==> src/rtl/ram_port_arbiter_if.sv <==
// ============================================================================
// ram_port_arbiter_if : request/ack bus between one master and the arbiter
// Rev 1.0
// ============================================================================
`default_nettype none

`ifndef SL_BYTE
`define SL_BYTE 2'b00
`endif
`ifndef SL_HALF
`define SL_HALF 2'b01
`endif
`ifndef SL_WORD
`define SL_WORD 2'b10
`endif

interface ram_port_arbiter_if #(
  parameter int ADDR_W = 8
);
  logic              req;
  logic              we;
  logic [ADDR_W-1:0] addr;
  logic [1:0]        bhw;
  logic [31:0]       wdata;
  logic              ack;
  logic              err;
  logic [31:0]       rdata;

  modport master (output req, we, addr, bhw, wdata, input ack, err, rdata);
  modport slave  (input req, we, addr, bhw, wdata, output ack, err, rdata);
endinterface

`default_nettype wire

==> src/rtl/ram_port_arbiter.sv <==
// ============================================================================
// ram_port_arbiter : two-master round-robin sequencer for the data RAM port
// Rev 1.0
// ============================================================================
`default_nettype none

module ram_port_arbiter #(
  parameter int RAM_WORDS = 64,
  parameter int ADDR_W    = 8
) (
  input  logic                clk,
  input  logic                reset_n,
  ram_port_arbiter_if.slave   m0,
  ram_port_arbiter_if.slave   m1,
  output logic                ram_cs,
  output logic                ram_we,
  output logic [ADDR_W-1:0]   ram_addr,
  output logic [1:0]          ram_bhw,
  output logic [31:0]         ram_wdata,
  input  logic [31:0]         ram_rdata,
  output logic                busy,
  output logic                last_gnt
);

  localparam logic [ADDR_W-3:0] LAST_WORD = (ADDR_W-2)'(RAM_WORDS - 1);

  typedef enum logic [1:0] {
    S_IDLE   = 2'd0,
    S_ACCESS = 2'd1,
    S_RESP   = 2'd2
  } state_t;

  state_t            state_q, state_d;
  logic              prio_q, prio_d;
  logic              gnt_q, gnt_d;
  logic              we_q, we_d;
  logic [ADDR_W-1:0] addr_q, addr_d;
  logic [1:0]        bhw_q, bhw_d;
  logic [31:0]       wdata_q, wdata_d;
  logic              err_q, err_d;
  logic              last_gnt_q, last_gnt_d;
  logic [31:0]       rdata0_q, rdata0_d;
  logic [31:0]       rdata1_q, rdata1_d;

  logic              sel;
  logic              sel_we;
  logic [ADDR_W-1:0] sel_addr;
  logic [1:0]        sel_bhw;
  logic [31:0]       sel_wdata;

  // Rejects unknown sizes and sub-word accesses that would run off the last word.
  function automatic logic is_illegal(input logic [1:0] bhw, input logic [ADDR_W-1:0] addr);
    logic in_last;
    in_last = (addr[ADDR_W-1:2] == LAST_WORD);
    case (bhw)
      `SL_BYTE: is_illegal = 1'b0;
      `SL_HALF: is_illegal = in_last && (addr[1:0] == 2'b11);
      `SL_WORD: is_illegal = in_last && (addr[1:0] != 2'b00);
      default:  is_illegal = 1'b1;
    endcase
  endfunction

  always_comb begin
    sel       = (m0.req && m1.req) ? prio_q : m1.req;
    sel_we    = sel ? m1.we    : m0.we;
    sel_addr  = sel ? m1.addr  : m0.addr;
    sel_bhw   = sel ? m1.bhw   : m0.bhw;
    sel_wdata = sel ? m1.wdata : m0.wdata;
  end

  always_comb begin
    state_d    = state_q;
    prio_d     = prio_q;
    gnt_d      = gnt_q;
    we_d       = we_q;
    addr_d     = addr_q;
    bhw_d      = bhw_q;
    wdata_d    = wdata_q;
    err_d      = err_q;
    last_gnt_d = last_gnt_q;
    rdata0_d   = rdata0_q;
    rdata1_d   = rdata1_q;
    case (state_q)
      S_IDLE: begin
        if (m0.req || m1.req) begin
          gnt_d   = sel;
          we_d    = sel_we;
          addr_d  = sel_addr;
          bhw_d   = sel_bhw;
          wdata_d = sel_wdata;
          err_d   = is_illegal(sel_bhw, sel_addr);
          state_d = is_illegal(sel_bhw, sel_addr) ? S_RESP : S_ACCESS;
        end
      end
      S_ACCESS: begin
        if (!we_q) begin
          if (gnt_q) rdata1_d = ram_rdata;
          else       rdata0_d = ram_rdata;
        end
        state_d = S_RESP;
      end
      S_RESP: begin
        prio_d     = ~gnt_q;
        last_gnt_d = gnt_q;
        state_d    = S_IDLE;
      end
      default: state_d = S_IDLE;
    endcase
  end

  always_ff @(posedge clk) begin
    if (!reset_n) begin
      state_q    <= S_IDLE;
      prio_q     <= 1'b0;
      gnt_q      <= 1'b0;
      we_q       <= 1'b0;
      addr_q     <= '0;
      bhw_q      <= '0;
      wdata_q    <= '0;
      err_q      <= 1'b0;
      last_gnt_q <= 1'b0;
      rdata0_q   <= '0;
      rdata1_q   <= '0;
    end else begin
      state_q    <= state_d;
      prio_q     <= prio_d;
      gnt_q      <= gnt_d;
      we_q       <= we_d;
      addr_q     <= addr_d;
      bhw_q      <= bhw_d;
      wdata_q    <= wdata_d;
      err_q      <= err_d;
      last_gnt_q <= last_gnt_d;
      rdata0_q   <= rdata0_d;
      rdata1_q   <= rdata1_d;
    end
  end

  assign ram_cs    = (state_q == S_ACCESS);
  assign ram_we    = ram_cs && we_q;
  assign ram_addr  = addr_q;
  assign ram_bhw   = bhw_q;
  assign ram_wdata = wdata_q;
  assign busy      = (state_q != S_IDLE);
  assign last_gnt  = last_gnt_q;

  assign m0.ack   = (state_q == S_RESP) && !gnt_q;
  assign m1.ack   = (state_q == S_RESP) &&  gnt_q;
  assign m0.err   = m0.ack && err_q;
  assign m1.err   = m1.ack && err_q;
  assign m0.rdata = rdata0_q;
  assign m1.rdata = rdata1_q;

endmodule

`default_nettype wire
==> src/flat_wrapper.sv <==
// flat-port wrapper written by rule: the top's interface ports become plain ports
module ram_port_arbiter_flat 
#(
  parameter int RAM_WORDS = 64,
  parameter int ADDR_W    = 8
)
  (clk, reset_n, ram_cs, ram_we, ram_addr, ram_bhw, ram_wdata, ram_rdata, busy, last_gnt, m0_req, m0_we, m0_addr, m0_bhw, m0_wdata, m0_ack, m0_err, m0_rdata, m1_req, m1_we, m1_addr, m1_bhw, m1_wdata, m1_ack, m1_err, m1_rdata);
  ram_port_arbiter_if #(.ADDR_W(ADDR_W)) m0_i ();
  ram_port_arbiter_if #(.ADDR_W(ADDR_W)) m1_i ();
  input  logic clk;
  input  logic reset_n;
  output logic ram_cs;
  output logic ram_we;
  output logic [ADDR_W-1:0] ram_addr;
  output logic [1:0] ram_bhw;
  output logic [31:0] ram_wdata;
  input  logic [31:0] ram_rdata;
  output logic busy;
  output logic last_gnt;
  input wire logic [$bits(m0_i.req)-1:0] m0_req;
  input wire logic [$bits(m0_i.we)-1:0] m0_we;
  input wire logic [$bits(m0_i.addr)-1:0] m0_addr;
  input wire logic [$bits(m0_i.bhw)-1:0] m0_bhw;
  input wire logic [$bits(m0_i.wdata)-1:0] m0_wdata;
  output wire logic [$bits(m0_i.ack)-1:0] m0_ack;
  output wire logic [$bits(m0_i.err)-1:0] m0_err;
  output wire logic [$bits(m0_i.rdata)-1:0] m0_rdata;
  input wire logic [$bits(m1_i.req)-1:0] m1_req;
  input wire logic [$bits(m1_i.we)-1:0] m1_we;
  input wire logic [$bits(m1_i.addr)-1:0] m1_addr;
  input wire logic [$bits(m1_i.bhw)-1:0] m1_bhw;
  input wire logic [$bits(m1_i.wdata)-1:0] m1_wdata;
  output wire logic [$bits(m1_i.ack)-1:0] m1_ack;
  output wire logic [$bits(m1_i.err)-1:0] m1_err;
  output wire logic [$bits(m1_i.rdata)-1:0] m1_rdata;
  assign m0_i.req = m0_req;
  assign m0_i.we = m0_we;
  assign m0_i.addr = m0_addr;
  assign m0_i.bhw = m0_bhw;
  assign m0_i.wdata = m0_wdata;
  assign m0_ack = m0_i.ack;
  assign m0_err = m0_i.err;
  assign m0_rdata = m0_i.rdata;
  assign m1_i.req = m1_req;
  assign m1_i.we = m1_we;
  assign m1_i.addr = m1_addr;
  assign m1_i.bhw = m1_bhw;
  assign m1_i.wdata = m1_wdata;
  assign m1_ack = m1_i.ack;
  assign m1_err = m1_i.err;
  assign m1_rdata = m1_i.rdata;
  ram_port_arbiter #(.RAM_WORDS(RAM_WORDS), .ADDR_W(ADDR_W)) u_core (.clk(clk), .reset_n(reset_n), .m0(m0_i), .m1(m1_i), .ram_cs(ram_cs), .ram_we(ram_we), .ram_addr(ram_addr), .ram_bhw(ram_bhw), .ram_wdata(ram_wdata), .ram_rdata(ram_rdata), .busy(busy), .last_gnt(last_gnt));
endmodule
==> config.mk <==
export PLATFORM = sky130hd
export DESIGN_NAME = ram_port_arbiter_flat
export DESIGN_NICKNAME = d
export VERILOG_FILES = /design/src/rtl/ram_port_arbiter_if.sv /design/src/rtl/ram_port_arbiter.sv /design/src/flat_wrapper.sv
export SDC_FILE = /design/constraint.sdc
export NUM_CORES = 1
export LEC_CHECK = 0
export ABC_CLOCK_PERIOD_IN_PS = 5500
export CAP_MARGIN = 10
export CORE_MARGIN = 4
export CORE_UTILIZATION = 44
export DETAILED_ROUTE_END_ITERATION = 8
export PLACE_DENSITY = 0.87
export SLEW_MARGIN = 10
export SYNTH_ARGS = -nofsm -noshare
export SYNTH_HDL_FRONTEND = slang
export SYNTH_SLANG_ARGS = --single-unit
export TNS_END_PERCENT = 1
==> constraint.sdc <==
create_clock -name clk -period 5.5 [get_ports clk]
set_clock_uncertainty 0.1 [all_clocks]
set_input_delay 1.1 -clock clk [delete_from_list [all_inputs] [get_ports clk]]
set_output_delay 1.1 -clock clk [all_outputs]
set_load 0.005 [all_outputs]
# After elaboration in Yosys (flattened, before gate mapping)
# Cells that the tools add are included.
# word_totals
mem_count,0
mem_bits_rw,0
in_bits,122
regBits,113
mem_bits_ro,0
wordCells,48
output_inout_bits,114
latch_bits,0
# op_classes
shift,0
div_mod_pow,0
n_mux,11
multipliers,0
n_eq_ne,7
order_cmp,0
n_addsub,0
reduce_logical,17
n_bitwise,2
# op_table
operator,count
32-bit two-way mux,1
1-bit logical AND,8
8-bit two-way mux,1
2-bit equality test (second input constant),3
6-bit equality test (second input constant),1
2-bit two-way mux,3
3-bit AND reduction,2
2-bit by 1-bit equality test with 1-bit output (second input constant),2
2-bit logical NOT,2
1-bit two-way mux,4
2-bit one-hot mux with 2 select lines,1
2-bit nonzero test,2
1-bit one-hot mux with 3 select lines,1
2-bit by 1-bit inequality test with 1-bit output (second input constant),1
1-bit inverter,2
2-bit AND reduction,1
1-bit logical NOT,1
1-bit logical OR,1

# Logic depth before layout (Yosys ltp)
# logic_depth
ltp_word,11
ltp_mapped,11
depth_no_buf,10

# Least setup slack after synthesis
# Ideal clock, no wire load.
# synth_path
path_type,input to register
from,input port m0_req
to,register u_core.state_q[0]
path_slack_ns,2.588
path_buffers,1
stages,11
required_ns,5.339
setup_ns,0.061
arrival_time_ns,2.751
cell_sequence,inv_1 -> o21ai_1 -> buf_4 -> mux2i_1 -> inv_1 -> ha_1 -> a21oi_1 -> nor3_1 -> mux2_2 -> o211ai_1 -> and4_1
# synth_between
elab_cells_between_ends,20
classes_between,5 x eq/ne; 9 x mux; 6 x reduce/logical
# synth_rtl
item,line,rtl
from (decl),flat_wrapper.sv:20,input wire logic [$bits(m0_i.req)-1:0] m0_req;
1-bit logical AND *,ram_port_arbiter.sv:64,sel = (m0.req && m1.req) ? prio_q : m1.req;
1-bit two-way mux *,ram_port_arbiter.sv:64,
2-bit two-way mux *,ram_port_arbiter.sv:67,sel_bhw = sel ? m1.bhw : m0.bhw;
via u_core.sel_bhw[1],ram_port_arbiter.sv:48,logic [1:0] sel_bhw;
"2-bit equality test, or another cell as far along",ram_port_arbiter.sv:55,case (bhw)
1-bit one-hot mux with 3 select lines *,ram_port_arbiter.sv:55,
1-bit two-way mux *,ram_port_arbiter.sv:85,if (m0.req || m1.req) begin
1-bit two-way mux *,ram_port_arbiter.sv:83,case (state_q)
2-bit two-way mux *,ram_port_arbiter.sv:92,"state_d = is_illegal(sel_bhw, sel_addr) ? S_RESP : S_ACCESS;"
2-bit two-way mux *,ram_port_arbiter.sv:85,
2-bit one-hot mux with 2 select lines *,ram_port_arbiter.sv:83,
to (signal assigned),ram_port_arbiter.sv:125,state_q <= state_d;
to (decl),ram_port_arbiter.sv:33,"state_t state_q, state_d;"
# Mark *: on every way through the listed nets, which the timed path passes. The rest lies on a longest branch. The select of a mux whose other input is x is not followed.
# A chain may end at the register's enable or synchronous reset.

# Final worst setup path
# Ends and elaborated chain as after synthesis.

==> impl_metrics.ini <==
[sta]
slew_headroom_pct = 23.4
rsz0062_at_grt = false
final_slew_violations = 0
timing.setup.tns_ns = 0
worst-slew-pin-transition_ns = 1.15
total_setup_violations_reported_at_the_end_of_the_flow = 0
max_frequency_mhz = 310
final.period_utilization_pct = 58.7
report.final.hold_viol_count = 0
final_worst_path_period_need_ns = 3.23

[synth]
syn-cell-area_um2 = 4760
netlist.top_cell.by_area = dfxtp_1
synth.top_cells.by_area = dfxtp_1 48%, nand2_1 14%, mux2i_1 9.3%
ys.warnings.count = 0
synth_sequential_area_ratio_pct = 47.6
synth.distinct_cells = 35
most_used_flip_flop_cell_after_synthesis = dfxtp_1
synth.top_cell.area_share_pct = 47.6
mapped_nets = 645
avgSynthCellArea_um2 = 9.13
async_reset_ff_share_pct = 0
yosys_register_bits = 113
netlist_instances = 521
synth_edf_count = 0

[setup_path]
timing.critical_path.slowest_cell_delay_ns = 0.52
endpoint = u_core.state_q[0]$_SDFFE_PN0P_
cp_max_fo = 6
critical_path.reg2reg.endpoint = u_core.state_q[0]$_SDFFE_PN0P_
crit_path_top_delay_cell = clkdlybuf4s50_1
critical_path_arrival_ns = 3.58
timing.setup.critical_path_class = in2reg
startpoint_type = primary input
timing.critical_path.to_type = register
timing.critical_path.cells = clkdlybuf4s50_1, inv_1, o21ai_4, mux2i_1, inv_1, ha_1, a21oi_1, nor3_1, mux2_2, o211ai_1, and4_1
worst-endpoint-required_ns = 5.85
r2r_cell_count = 9
ff2ff_setup_slack_ns = 3.07
r2r_start = u_core.prio_q$_SDFFE_PN0N_
startpoint = m0_req
crit_top_cell = inv_1

[power_and_ir_drop]
power_switching_uw = 643
intPower_uw = 1910
share_comb_of_total_power_pct = 19.6
power_switching_share_pct = 25.2
p_per_area_nw_per_um2 = 330
ir_worst_vdd_mv = 0.182
clockPowerShare_pct = 43.4
cellLeakagePower_uw = 0.00335
seq_power_share_pct = 37.1
pwr_total_uw = 2550

[clocking]
clk_transition_reported_paths_ns = 0.06
post_cts.repair.setup_buffers = 0
clock_path_buffers = 2
cts_root_buf = clkbuf_8
clkLatencyLatePin_ns = 0.51
htree_levels = 4
cts_sinks = 113
cts_repair_resize_count = 0
cts_hold_buf = 0
clock_tree_from_tritoncts = done
numCtsBuffers = 17

[layout]
layout-drive-gt1-share_pct = 6.11
finalNonFillerCells = 889
antenna_cells = 0
synthToLayoutAreaGrowth_pct = 62.5
net_count_final = 864
layout.filler_cells = 734

[global_routing]
grt_pass1_wl_um = 23800
antenna_found_initial = 0
grtUsageTotal_pct = 23.8
grt_pass1_vias = 4815
overflow = 0
grt_start_max_net_pins = 61

[floorplanning]
die_y_um = 112
dieArea_um2 = 12500
floorplan.io_pins = 236
placementRows = 37
core-area_um2 = 10400
floorplan.die.width_um = 112
start_util_pct = 45.7

[drt]
avgViaCountPerCell = 5.22
drt.antenna.violating_nets = 0
detail_route.first_pass.iterations = 5
number_of_drc_violations_after_detailed_routing = 0
vias = 4639
routedWlPerCell_um = 17.1
drt_iter0_markers = 225
drt_wl_total_um = 15200

[place]
dpl.hpwl_um = 11000
place.gp.congestion = 0.858
place.port_buffers = 235
dp_cells = 857

[flow_run]
drv.max_cap_violation_count = 0

[min_path]
worst_hold_path_type = reg2reg

[outcome]
run_status = finished, final reports clean
[per-layer routing]
metal | share of wire, % | global-route usage, %
met5 | 0 | 0
met4 | 3.3 | 10.0
met3 | 8.3 | 7.83
met2 | 51 | 42.8
met1 | 37 | 25.5
[logic make-up after synthesis]
group,after synthesis,synth area share [%]
adder cells (fa/ha/maj),2,0.526
flip-flops,113,47.6
AND/OR/NAND/NOR,199,17.1
buffers and inverters,45,4.97
AO/OA/AOI/OAI,117,20.4
multiplexers,45,9.49
[sequential cells by signal (all words and copies together) (netlist names), 2 cells and up]
signal / flops
u_core.m1.rdata: 32
u_core.ram_wdata: 32
u_core.ram_bhw: 2
u_core.state_q: 2
u_core.m0.rdata: 32
u_core.ram_addr: 8
[final cells by class]
class                   count  area [µm²]  share of cell area (%)
flip-flops and latches    113        2260                    29.3
inverters                   5        18.8                   0.243
clock inverters            12         158                    2.04
multi-input cells         363        2280                    29.5
well taps                 136         170                    2.20
repair buffers            240        2380                    30.8
clock buffers              20         455                    5.89
[worst max-delay path: cells and delay by family]
| family | cells | cell delay, ns |
|---|---|---|
| buffers and inverters | 3 | 0.70 |
| AOI/OAI and AO/OA | 3 | 0.61 |
| muxes | 2 | 0.61 |
| and+or+nand+nor | 2 | 0.31 |
| adders and majority gates | 1 | 0.25 |
[cell usage in the layout, fill, tap and decap left out, drive strengths merged]
cell type and count:
clkdlybuf4s50 234, nand2 173, dfxtp 113, a21boi 64, mux2i 44, o211a 43
clkbuf 20, nor2 7, clkinvlp 6, buf 6, inv 5, a21oi 4
nor3 4, and2 3, bufinv 3, clkinv 3, and3 2, nand4 2
or3 2, nor2b 2, a31oi 2, ha 2, o21ai 2, or2 2
nand2b 1, mux2 1, o211ai 1, and4 1, o311ai 1
[through the flow]
stage               util (%)  instance area (µm²)  worst slack, ns  hold WS [ns]
floorplan                  -                 4760             2.59         0.351
global placement        68.3                 7120             2.08         0.341
detailed placement      68.3                 7120             1.87         0.346
CTS                     74.2                 7730             2.30         0.354
global route            74.2                 7730             2.10         0.374
finish                  74.2                 7730             2.27         0.352
[how the worst min path moves through the flow]
stage / depth (start not counted) / slack (ns) / to / start
final: 2 / 0.35 / u_core.m1.rdata[30]$_SDFFE_PN0P_ / u_core.m1.rdata[30]$_SDFFE_PN0P_
after floorplan: 2 / 0.35 / u_core.m0.rdata[0]$_SDFFE_PN0P_ / u_core.m0.rdata[0]$_SDFFE_PN0P_
after detailed placement: 2 / 0.35 / u_core.m1.rdata[17]$_SDFFE_PN0P_ / u_core.m1.rdata[17]$_SDFFE_PN0P_
after global placement: 2 / 0.34 / u_core.m1.rdata[10]$_SDFFE_PN0P_ / u_core.m1.rdata[10]$_SDFFE_PN0P_
after CTS: 2 / 0.35 / u_core.m1.rdata[17]$_SDFFE_PN0P_ / u_core.m1.rdata[17]$_SDFFE_PN0P_
after global routing: 2 / 0.37 / u_core.m0.rdata[0]$_SDFFE_PN0P_ / u_core.m0.rdata[0]$_SDFFE_PN0P_
[cells in the mapped netlist (2+ instances only)]
cell      count
nor3_2        2
ha_1          2
dfxtp_1     113
nand2_1     172
nand4_1       2
or3_1         2
mux2i_1      44
a21oi_1       4
clkbuf_1     15
o211a_1      43
nor2_1        6
and2_1        3
buf_2        15
nor2b_1       2
and3_1        2
a21boi_1     45
a31oi_1       2
inv_1         4
buf_6         4
a21boi_0     19
nor3_1        2
buf_4         5
[power by group through the flow]
stage	logic (µW)	clock network, µW	registers, µW
global route	540	1160	953
global placement	483	0	958
floorplan	212	0	956
CTS	505	1120	946
finish	499	1110	946
detailed placement	497	0	960
No activity file was read; power rests on OpenSTA's default activity.
